## config.mk

```make
export PLATFORM = sky130hd
export DESIGN_NAME = serial_addsub_ctrl
export DESIGN_NICKNAME = d
export VERILOG_FILES = /design/src/rtl/serial_addsub_ctrl.sv
export SDC_FILE = /design/constraint.sdc
export NUM_CORES = 1
export LEC_CHECK = 0
export BUFFER_PORTS_ARGS = -buffer_cell sky130_fd_sc_hd__buf_4
export CAP_MARGIN = 0
export CORE_UTILIZATION = 54
export DETAILED_ROUTE_END_ITERATION = 8
export PLACE_DENSITY = 0.87
export SYNTH_ARGS = -nofsm -noshare
export SYNTH_HDL_FRONTEND = slang
export SYNTH_SLANG_ARGS = --single-unit
```

## constraint.sdc

```tcl
create_clock -name clk -period 3.5 [get_ports clk]
set_input_delay 0.525 -clock clk [delete_from_list [all_inputs] [get_ports clk]]
set_output_delay 0.525 -clock clk [all_outputs]
set_load 0.01 [all_outputs]
```

## src/rtl/serial_addsub_ctrl.sv

```systemverilog
// Bit-serial add/subtract sequencer built around one shared 1-bit full adder.
// The adder runs an add/sub pass, then a negate pass when the result is negative.
module serial_addsub_fa (
    input  logic i_x,
    input  logic i_y,
    input  logic i_c,
    output logic o_s,
    output logic o_c
);
    assign o_s = i_x ^ i_y ^ i_c;
    assign o_c = (i_x & i_y) | (i_c & (i_x ^ i_y));
endmodule

module serial_addsub_ctrl #(
    parameter int WIDTH = 4
) (
    input  logic             clk,
    input  logic             reset,
    input  logic             start,
    input  logic             op_sub,
    input  logic [WIDTH-1:0] a,
    input  logic [WIDTH-1:0] b,
    output logic             busy,
    output logic             done,
    output logic [WIDTH-1:0] result,
    output logic             negative,
    output logic             overflow,
    output logic [WIDTH-1:0] magnitude
);
    localparam int IW = (WIDTH > 2) ? $clog2(WIDTH) : 1;

    typedef enum logic [1:0] {
        S_IDLE,
        S_ADD,
        S_NEG,
        S_DONE
    } state_t;

    state_t           r_state;
    logic [WIDTH-1:0] r_a;
    logic [WIDTH-1:0] r_b;
    logic             r_c;
    logic [IW-1:0]    r_idx;
    logic [WIDTH-1:0] r_sh;
    logic             r_busy;
    logic             r_done;
    logic [WIDTH-1:0] r_result;
    logic             r_neg;
    logic             r_ovf;
    logic [WIDTH-1:0] r_mag;

    logic             w_neg_pass;
    logic             w_last;
    logic             w_x;
    logic             w_y;
    logic             w_s;
    logic             w_co;
    logic [WIDTH-1:0] w_shift;

    // NEG pass reuses the adder as ~result + carry-in of 1
    assign w_neg_pass = (r_state == S_NEG);
    assign w_last     = (r_idx == IW'(WIDTH - 1));
    assign w_x        = w_neg_pass ? ~r_result[r_idx] : r_a[r_idx];
    assign w_y        = w_neg_pass ? 1'b0 : r_b[r_idx];
    assign w_shift    = {w_s, r_sh[WIDTH-1:1]};

    serial_addsub_fa u_fa (
        .i_x(w_x),
        .i_y(w_y),
        .i_c(r_c),
        .o_s(w_s),
        .o_c(w_co)
    );

    always_ff @(posedge clk or posedge reset) begin
        if (reset) begin
            r_state  <= S_IDLE;
            r_a      <= '0;
            r_b      <= '0;
            r_c      <= 1'b0;
            r_idx    <= '0;
            r_sh     <= '0;
            r_busy   <= 1'b0;
            r_done   <= 1'b0;
            r_result <= '0;
            r_neg    <= 1'b0;
            r_ovf    <= 1'b0;
            r_mag    <= '0;
        end else begin
            case (r_state)
                S_IDLE: begin
                    r_done <= 1'b0;
                    if (start) begin
                        r_a     <= a;
                        r_b     <= b ^ {WIDTH{op_sub}};
                        r_c     <= op_sub;
                        r_idx   <= '0;
                        r_busy  <= 1'b1;
                        r_state <= S_ADD;
                    end
                end
                S_ADD: begin
                    r_c   <= w_co;
                    r_sh  <= w_shift;
                    r_idx <= r_idx + IW'(1);
                    if (w_last) begin
                        r_result <= w_shift;
                        r_neg    <= w_s;
                        r_ovf    <= r_c ^ w_co;
                        r_idx    <= '0;
                        if (w_s) begin
                            r_c     <= 1'b1;
                            r_state <= S_NEG;
                        end else begin
                            r_mag   <= w_shift;
                            r_busy  <= 1'b0;
                            r_done  <= 1'b1;
                            r_state <= S_DONE;
                        end
                    end
                end
                S_NEG: begin
                    r_c   <= w_co;
                    r_sh  <= w_shift;
                    r_idx <= r_idx + IW'(1);
                    if (w_last) begin
                        r_mag   <= w_shift;
                        r_idx   <= '0;
                        r_busy  <= 1'b0;
                        r_done  <= 1'b1;
                        r_state <= S_DONE;
                    end
                end
                S_DONE: begin
                    r_done  <= 1'b0;
                    r_state <= S_IDLE;
                end
                default: begin
                    r_state <= S_IDLE;
                end
            endcase
        end
    end

    assign busy      = r_busy;
    assign done      = r_done;
    assign result    = r_result;
    assign negative  = r_neg;
    assign overflow  = r_ovf;
    assign magnitude = r_mag;
endmodule

```

Word-level counts from Yosys, hierarchy flattened
Cells that the tools add are included.
{ "word_totals": {"reg_bits": 29, "output_inout_bits": 12, "inputBits": 12} }
{ "classes": {"n_eq_ne": 8, "n_addsub": 1, "bitwise": 8, "muxes": 33, "order_cmp": 1, "n_reduce_logical": 14} }
{ "op_table": {"columns": ["cell", "count"], "rows": [
  ["$mux 1", 16],
  ["$mux 4", 3],
  ["$mux 2", 5],
  ["$pmux 1 s3", 3],
  ["$pmux 2 s4", 1],
  ["$pmux 4 s2", 1],
  ["$reduce_and 2->1", 4],
  ["$bmux 1 s2", 3],
  ["$eq 2x2->1 const B", 3],
  ["$ne 2x2->1 const B", 3],
  ["$reduce_and 3->1", 2],
  ["$reduce_and 5->1", 1],
  ["$pmux 2 s2", 1],
  ["$reduce_and 4->1", 1],
  ["$reduce_bool 2->1", 2],
  ["$reduce_or 2->1", 2],
  ["$xor 4x4->4", 1],
  ["$lt 2x3->1 const B", 1],
  ["$reduce_bool 3->1", 1],
  ["$xor 1x1->1", 3],
  ["$add 2x1->2 const B", 1],
  ["$and 1x1->1", 2],
  ["$eq 2x1->1 const B", 1],
  ["$logic_not 2->1", 1],
  ["other kinds (3)", 3]
]} }

Longest topological paths before layout
Gate-level depths: netlist of run 1.
{ "depth": {"ltp_word": 10, "ltp_mapped": 10} }

Modules after synthesis
From an unflattened synthesis of run 1, not the netlist that was laid out.
{ "unflattened": {"hier_cells": 115, "area_unflattened_um2": 1436.4} }
{ "by_module_without_submodules": {"columns": ["mod", "seq_area_each_um2", "n_inst", "area_each_um2", "cells_each"], "rows": [
  ["serial_addsub_ctrl", 675.6, 1, 1416.4, 114],
  ["serial_addsub_fa", 0.0, 1, 20.0, 1]
]} }

Worst setup path before layout of run 1
No wires, ideal clock.
{ "synth_path": {"path_type": "register -> register", "startpoint": "register r_state[0]", "endpoint": "register r_mag[0] (netlist: magnitude[0])", "synth_period_minus_slack_ns": 2.710, "stages_incl_launch_ff": 11, "arrival_ns": 2.586, "t_required_ns": 3.375, "slack_ns": 0.790, "cell_sequence": "dfrtp_1 inv_1 ha_1 buf_6 nor2_1 a21oi_1 mux4_2 fa_1 nand2_1 nand3_1 mux2_2"} }
{ "synth_via": {"elab_chain_len": 6, "elab_cells_between_ends": 12} }
{ "synth_lines": {"columns": ["element", "line", "source"], "rows": [
  ["from (decl)", "39", "state_t r_state;"],
  ["from (signal assigned)", "77", "r_state <= S_IDLE;"],
  ["from (signal assigned)", "99", "r_state <= S_ADD;"],
  ["from (signal assigned)", "113", "r_state <= S_NEG;"],
  ["$eq 2x2->1 *", "61", "assign w_neg_pass = (r_state == S_NEG);"],
  ["$mux 1 (on tied branches)", "63, 64", null],
  ["$xor 1x1->1 * (2 in series)", "10", "assign o_s = i_x ^ i_y ^ i_c;"],
  ["via u_fa.o_s", "7", "output logic o_s,"],
  ["$ne 2x2->1 (no source line) *", null, null],
  ["$reduce_and 4->1 (no source line) *", null, null],
  ["to (signal assigned)", "115", "r_mag <= w_shift;"],
  ["to (signal assigned)", "127", "r_mag <= w_shift;"],
  ["to (decl)", "50", "logic [WIDTH-1:0] r_mag;"]
]} }
The timed path passes the listed nets; every way through them passes the cells marked *.
A chain may end at the register's enable or synchronous reset.

Final worst setup path of run 1
{ "layout_path": {"startpoint": "register r_state[0]", "endpoint": "register r_mag[1] (netlist: magnitude[1])"} }
The elaborated chain is that of the path after synthesis.

==> results.py, run 1 <==
metrics = {
    "logic_synthesis": {
        "synth_mux_area_share_pct": 17.5,
        "ys_types": 30,
        "synth_top_family_by_area": "multiplexers",
        "syn_avg_cell_area_um2": 11.8,
        "yosys_warnings": 0,
        "yosysSeqAreaShare_pct": 48.4,
        "synthCells": 118,
        "syn-cell-area_um2": 1400,
        "syn-num-nets": 136,
        "synthSimpleGateAreaFrac_pct": 7.62,
        "synth_seq_cells": 27,
        "synth_compound_area_share_pct": 11.6,
        "synth_xor_area_share_pct": 3.14,
        "synth_adder_area_share_pct": 5.91,
    },
    "global_routing": {
        "antenna_found_initial": 0,
        "grt_overflow_total": 0,
        "grt_max_degree": 28,
        "grt_pass1_vias": 927,
        "track_usage_pct": 21.0,
        "grt_pass1_wl_mm": 4.15,
    },
    "setup_path": {
        "crit_path_end_kind": "flop",
        "arrival_ps": 3270,
        "crit_fanout": 11,
        "r2r_cells": 8,
        "cp_data_required_time_ps": 3730,
        "r2r-start": "r_state[0]",
        "start_kind": "flop",
        "path_class": "flop to flop",
        "r2r-end": "magnitude[1]",
        "ff2ff_setup_slack_ps": 450,
    },
    "timing": {
        "slew_viol_final": 0,
        "relSlewSlack_pct": 33.0,
        "holdWs_ps": 409,
        "rsz0062_at_grt": "false",
        "tightest_slew_ps": 1000,
        "finClkSkew_ps": 8.84,
        "fin_setup_tns_ps": 0,
        "fmax_mhz": 328,
        "period_share_pct": 87.0,
        "finalSetupViolations": 0,
        "min_period_ps": 3050,
        "hold_viol": 0,
    },
    "power": {
        "ir_drop_mv": 0.721,
        "power_mw": 1.69,
        "p_per_area_nw_per_um2": 1070,
        "power_leakage_nw": 0.750,
    },
    "routing": {
        "dr_total_vias": 972,
        "antenna_left": 0,
        "vias_per_cell": 5.79,
        "postRouteWirelength_mm": 2.48,
        "post_drt_wl_per_cell_um": 14.8,
        "drc": 0,
        "first_pass_iters": 6,
        "drt_iter0_drc": 9,
    },
    "clock_tree": {
        "clk_latency_ps": 330,
        "cts_resized": 0,
        "cts-root-buf": "clkbuf_4",
        "post_cts_buffers": 0,
        "numCtsBuffers": 3,
        "hold_buffers": 0,
        "cts_tree": "built",
        "htreeDepth": 1,
        "clk_path_buf_depth": 2,
        "path_clk_slew_ps": 140,
        "clock-sinks": 27,
    },
    "placement": {
        "numPortBuffers": 23,
        "dp_hpwl_mm": 1.93,
        "post_dp_cell_area_um2": 1560,
        "gp_congestion": 0.757,
    },
    "cells_and_area": {
        "mostFrequentLayoutCells": "27 x dfrtp_1, 23 x buf_4, 14 x mux2_2",
        "layout_commonest_cell": "dfrtp_1",
        "num_antenna_cells": 0,
        "layout-drive-gt1-share_pct": 32.6,
        "fin_area_um2": 1580,
        "fillers": 192,
        "utilization_pct": 64.5,
        "nets": 157,
        "synthToLayoutAreaGrowth_pct": 13.4,
    },
    "floorplan": {
        "io_pins": 24,
        "start_util_pct": 56.9,
        "die_w_um": 52.9,
        "core_area_um2": 2450,
        "die-area_um2": 2790,
        "core.rowCount": 18,
        "die_h_um": 52.9,
    },
    "run_status": {
        "status": "finished clean",
    },
    "worst_hold_path": {
        "hold_path_class": "input pin to asynchronous set/reset pin",
    },
    "run": {
        "max_cap_viol_count": 0,
    },
}
## power by group
part / internal [mW] / total, mW / leakage (nW) / switching [mW]
clock: 0.0448 / 0.136 / 0.0150 / 0.0917
combinational: 0.506 / 0.963 / 0.403 / 0.457
sequential: 0.471 / 0.588 / 0.332 / 0.116
total: 1.02 / 1.69 / 0.750 / 0.665
## state kept, by name, summed over array words and instances, names as in the netlist
| name | count |
|---|---|
| magnitude | 4 |
| r_a | 4 |
| r_b | 4 |
| result | 4 |
| r_sh | 3 |
| r_idx | 2 |
| r_state | 2 |
| busy | 1 |
| done | 1 |
| overflow | 1 |
| r_c | 1 |
## synthesized netlist by cell type
cell type  count  area (um2)
a31oi_1        2        12.5
a221oi_1       1        8.76
nor4b_4        1        23.8
dfrtp_1       27         676
clkbuf_1       1        3.75
buf_6          2        22.5
nor2_1         5        18.8
o21ai_0        9        45.0
o31ai_1        1        7.51
xnor2_1        5        43.8
o21ba_4        1        16.3
nand2b_1       2        12.5
o22a_1         1        8.76
o22ai_1        1        6.26
mux2i_1        3        30.0
buf_4          1        7.51
nor2b_1        2        12.5
nand3_1        1        5.00
nand2_1        9        33.8
ha_1           5        62.6
mux2_2        14         158
fa_1           1        20.0
a21o_1         1        7.51
mux2_1         1        11.3
mux4_2         2        45.0
inv_1          9        33.8
o41ai_1        2        17.5
buf_2          3        15.0
o21bai_2       1        11.3
a21oi_1        4        20.0
## layout make-up
| cell class | instances | area, um2 | share of cell area, % |
|---|---|---|---|
| clock buffer | 4 | 26.3 | 1.66 |
| inverter | 9 | 33.8 | 2.13 |
| multi-input combinational | 75 | 638 | 40.3 |
| sequential | 27 | 676 | 42.7 |
| tap | 30 | 37.5 | 2.37 |
| timing repair buffer | 23 | 173 | 10.9 |
## worst max path at each step
stage / startpoint / to / slack, ps
2_1_floorplan: r_state[0] / magnitude[0] / 790
3_5_place_dp: r_state[0] / magnitude[1] / 490
5_1_grt: r_state[0] / magnitude[1] / 280
3_3_place_gp: r_state[0] / magnitude[0] / 630
6_report: r_state[0] / magnitude[1] / 450
4_1_cts: r_state[0] / magnitude[1] / 470
## per-stage QoR
step / instances / worst slack [ps]
after floorplan: 118 / 790
after global placement: 164 / 629
after detailed placement: 164 / 490
after CTS: 168 / 473
after global routing: 168 / 278
final: 168 / 454
## cells by family (layout without fill, tap and decap cells)
logic type	Yosys count	after routing
AO/OA/AOI/OAI	24	24
XOR/XNOR	5	5
adder cells (fa/ha/maj)	6	6
buffers and inverters	16	36
flip-flops	27	27
multiplexers	20	20
AND/OR/NAND/NOR	20	20
## worst max-delay path, stage by stage, from the launching register on
cell and delay, ps:
dfrtp_1 470, inv_1 100, ha_1 450, mux2i_1 140, mux4_2 500, fa_1 630, nand2_1 100, nand3_1 190
mux2_2 370
## per-layer routing
metal  vias to the layer above  track usage (%)  share of wire, %
met5                         -                0                 0
met4                         0             7.46               2.0
met3                         5             5.17               4.1
met2                        27             34.4                50
met1                       488             26.9                44
li1                        452                -                 -
Note: power is estimated with default switching activity, not from simulation.
==> inputs of run 2 (changes only) <==
--- a/config.mk
+++ b/config.mk
@@ -7,9 +7,11 @@
 export LEC_CHECK = 0
 export BUFFER_PORTS_ARGS = -buffer_cell sky130_fd_sc_hd__buf_4
 export CAP_MARGIN = 0
-export CORE_UTILIZATION = 54
+export CELL_PAD_IN_SITES_DETAIL_PLACEMENT = 1
+export CELL_PAD_IN_SITES_GLOBAL_PLACEMENT = 2
+export CORE_UTILIZATION = 36
 export DETAILED_ROUTE_END_ITERATION = 8
-export PLACE_DENSITY = 0.87
+export PLACE_DENSITY = 0.88
 export SYNTH_ARGS = -nofsm -noshare
 export SYNTH_HDL_FRONTEND = slang
 export SYNTH_SLANG_ARGS = --single-unit
==> results.py, run 2 (same netlist as run 1, synthesis figures left out) <==
metrics = {
    "run_status": {
        "status": "finished clean",
    },
    "routing": {
        "drc": 0,
        "antenna_left": 0,
        "post_drt_wl_per_cell_um": 15.9,
        "dr_total_vias": 964,
        "drt_iter0_drc": 16,
        "vias_per_cell": 5.18,
        "postRouteWirelength_mm": 2.96,
        "first_pass_iters": 4,
    },
    "clock_tree": {
        "numCtsBuffers": 3,
        "clk_latency_ps": 270,
        "cts-root-buf": "clkbuf_8",
        "cts_resized": 0,
        "cts_tree": "built",
        "path_clk_slew_ps": 90,
        "clk_path_buf_depth": 2,
        "clock-sinks": 27,
        "htreeDepth": 1,
        "hold_buffers": 0,
        "post_cts_buffers": 0,
    },
    "power": {
        "p_per_area_nw_per_um2": 1090,
        "power_mw": 1.77,
        "ir_drop_mv": 0.351,
        "power_leakage_nw": 0.760,
    },
    "worst_hold_path": {
        "min_from": "a[2]",
        "holdPathStages": 2,
        "worstHoldEndpoint": "r_a[2]",
        "hold_path_class": "input pin to flop",
    },
    "global_routing": {
        "antenna_found_initial": 0,
        "grt_pass1_wl_mm": 5.22,
        "grt_max_degree": 28,
        "grt_overflow_total": 0,
        "track_usage_pct": 16.6,
        "grt_pass1_vias": 1097,
    },
    "cells_and_area": {
        "nets": 157,
        "layout_commonest_cell": "dfrtp_1",
        "layout-drive-gt1-share_pct": 33.3,
        "mostFrequentLayoutCells": "27 x dfrtp_1, 23 x buf_4, 14 x mux2_2",
        "fin_area_um2": 1630,
        "utilization_pct": 44.1,
        "num_antenna_cells": 0,
        "synthToLayoutAreaGrowth_pct": 16.5,
    },
    "placement": {
        "numPortBuffers": 23,
        "post_dp_cell_area_um2": 1580,
        "dp_hpwl_mm": 2.25,
        "gp_congestion": 0.751,
    },
    "timing": {
        "fmax_mhz": 324,
        "finClkSkew_ps": 4.80,
        "period_share_pct": 88.1,
        "holdWs_ps": 474,
        "relSlewSlack_pct": 31.1,
        "hold_viol": 0,
        "min_period_ps": 3080,
        "fin_setup_tns_ps": 0,
        "tightest_slew_ps": 1030,
        "slew_viol_final": 0,
        "rsz0062_at_grt": "false",
        "finalSetupViolations": 0,
    },
    "setup_path": {
        "path_class": "flop to flop",
        "crit_path_end_kind": "flop",
        "slowest_delay_ps": 660,
        "critPathSlowestCell": "fa_1",
        "r2r_cells": 8,
        "r2r-start": "r_state[0]",
        "crit_chain": "inv_1 > ha_1 > mux2i_1 > mux4_2 > fa_1 > nand2_1 > nand3_1 > mux2_2",
        "cp_data_required_time_ps": 3660,
        "crit_fanout": 11,
        "start_kind": "flop",
        "r2r-end": "magnitude[0]",
        "ff2ff_setup_slack_ps": 420,
        "arrival_ps": 3250,
    },
    "run": {
        "max_cap_viol_count": 0,
    },
    "floorplan": {
        "io_pins": 24,
        "start_util_pct": 37.9,
        "core_area_um2": 3690,
        "die-area_um2": 4130,
        "die_w_um": 64.3,
        "core.rowCount": 22,
        "die_h_um": 64.3,
    },
}
## run 2: cell count changes in the layout (fill, tap and decap cells not counted)
cell,before,now
clkbuf_4,3,0
clkbuf_8,0,3
clkinv_2,0,1
clkbuf_1,1,0
## run 2: critical path, delay by kind of cell (launching register included)
family | cells | cell delay, ps
flip-flops | 1 | 450
AND/OR/NAND/NOR | 2 | 290
multiplexers | 3 | 1010
buffers and inverters | 1 | 110
adder cells (fa/ha/maj) | 2 | 1110
## run 2: worst max-delay path by stage
stage | start | end
global placement | r_state[0] | magnitude[2]
global route | r_state[0] | magnitude[0]
CTS | r_state[0] | magnitude[0]
detailed placement | r_state[0] | magnitude[0]
floorplan | r_state[0] | magnitude[0]
finish | r_state[0] | magnitude[0]
## run 2: metal layers
metal / wire length, um / up-vias / global-route usage [%]
met4: 68 / 0 / 7.50
met5: 0 / - / 0
met1: 1270 / 495 / 20.2
met3: 73 / 7 / 1.96
met2: 1550 / 17 / 29.1
li1: - / 445 / -
## run 2: where the power goes
group,internal (mW),switching [mW]
Clock,0.0799,0.0988
Sequential,0.473,0.120
Combinational,0.510,0.484
Total,1.06,0.704
## run 2: metrics by stage
step / setup slack, ps / cells
final: 417 / 186
after global placement: 614 / 182
after global routing: 223 / 186
after floorplan: 790 / 118
after detailed placement: 410 / 182
after CTS: 410 / 186
## run 2: area by class of cell
class | instances | area (um2)
sequential | 27 | 676
multi-input combinational | 75 | 638
fill | 428 | 2060
tap | 48 | 60.1
clock inverter | 1 | 5.00
timing repair buffer | 23 | 173
inverter | 9 | 33.8
clock buffer | 3 | 41.3
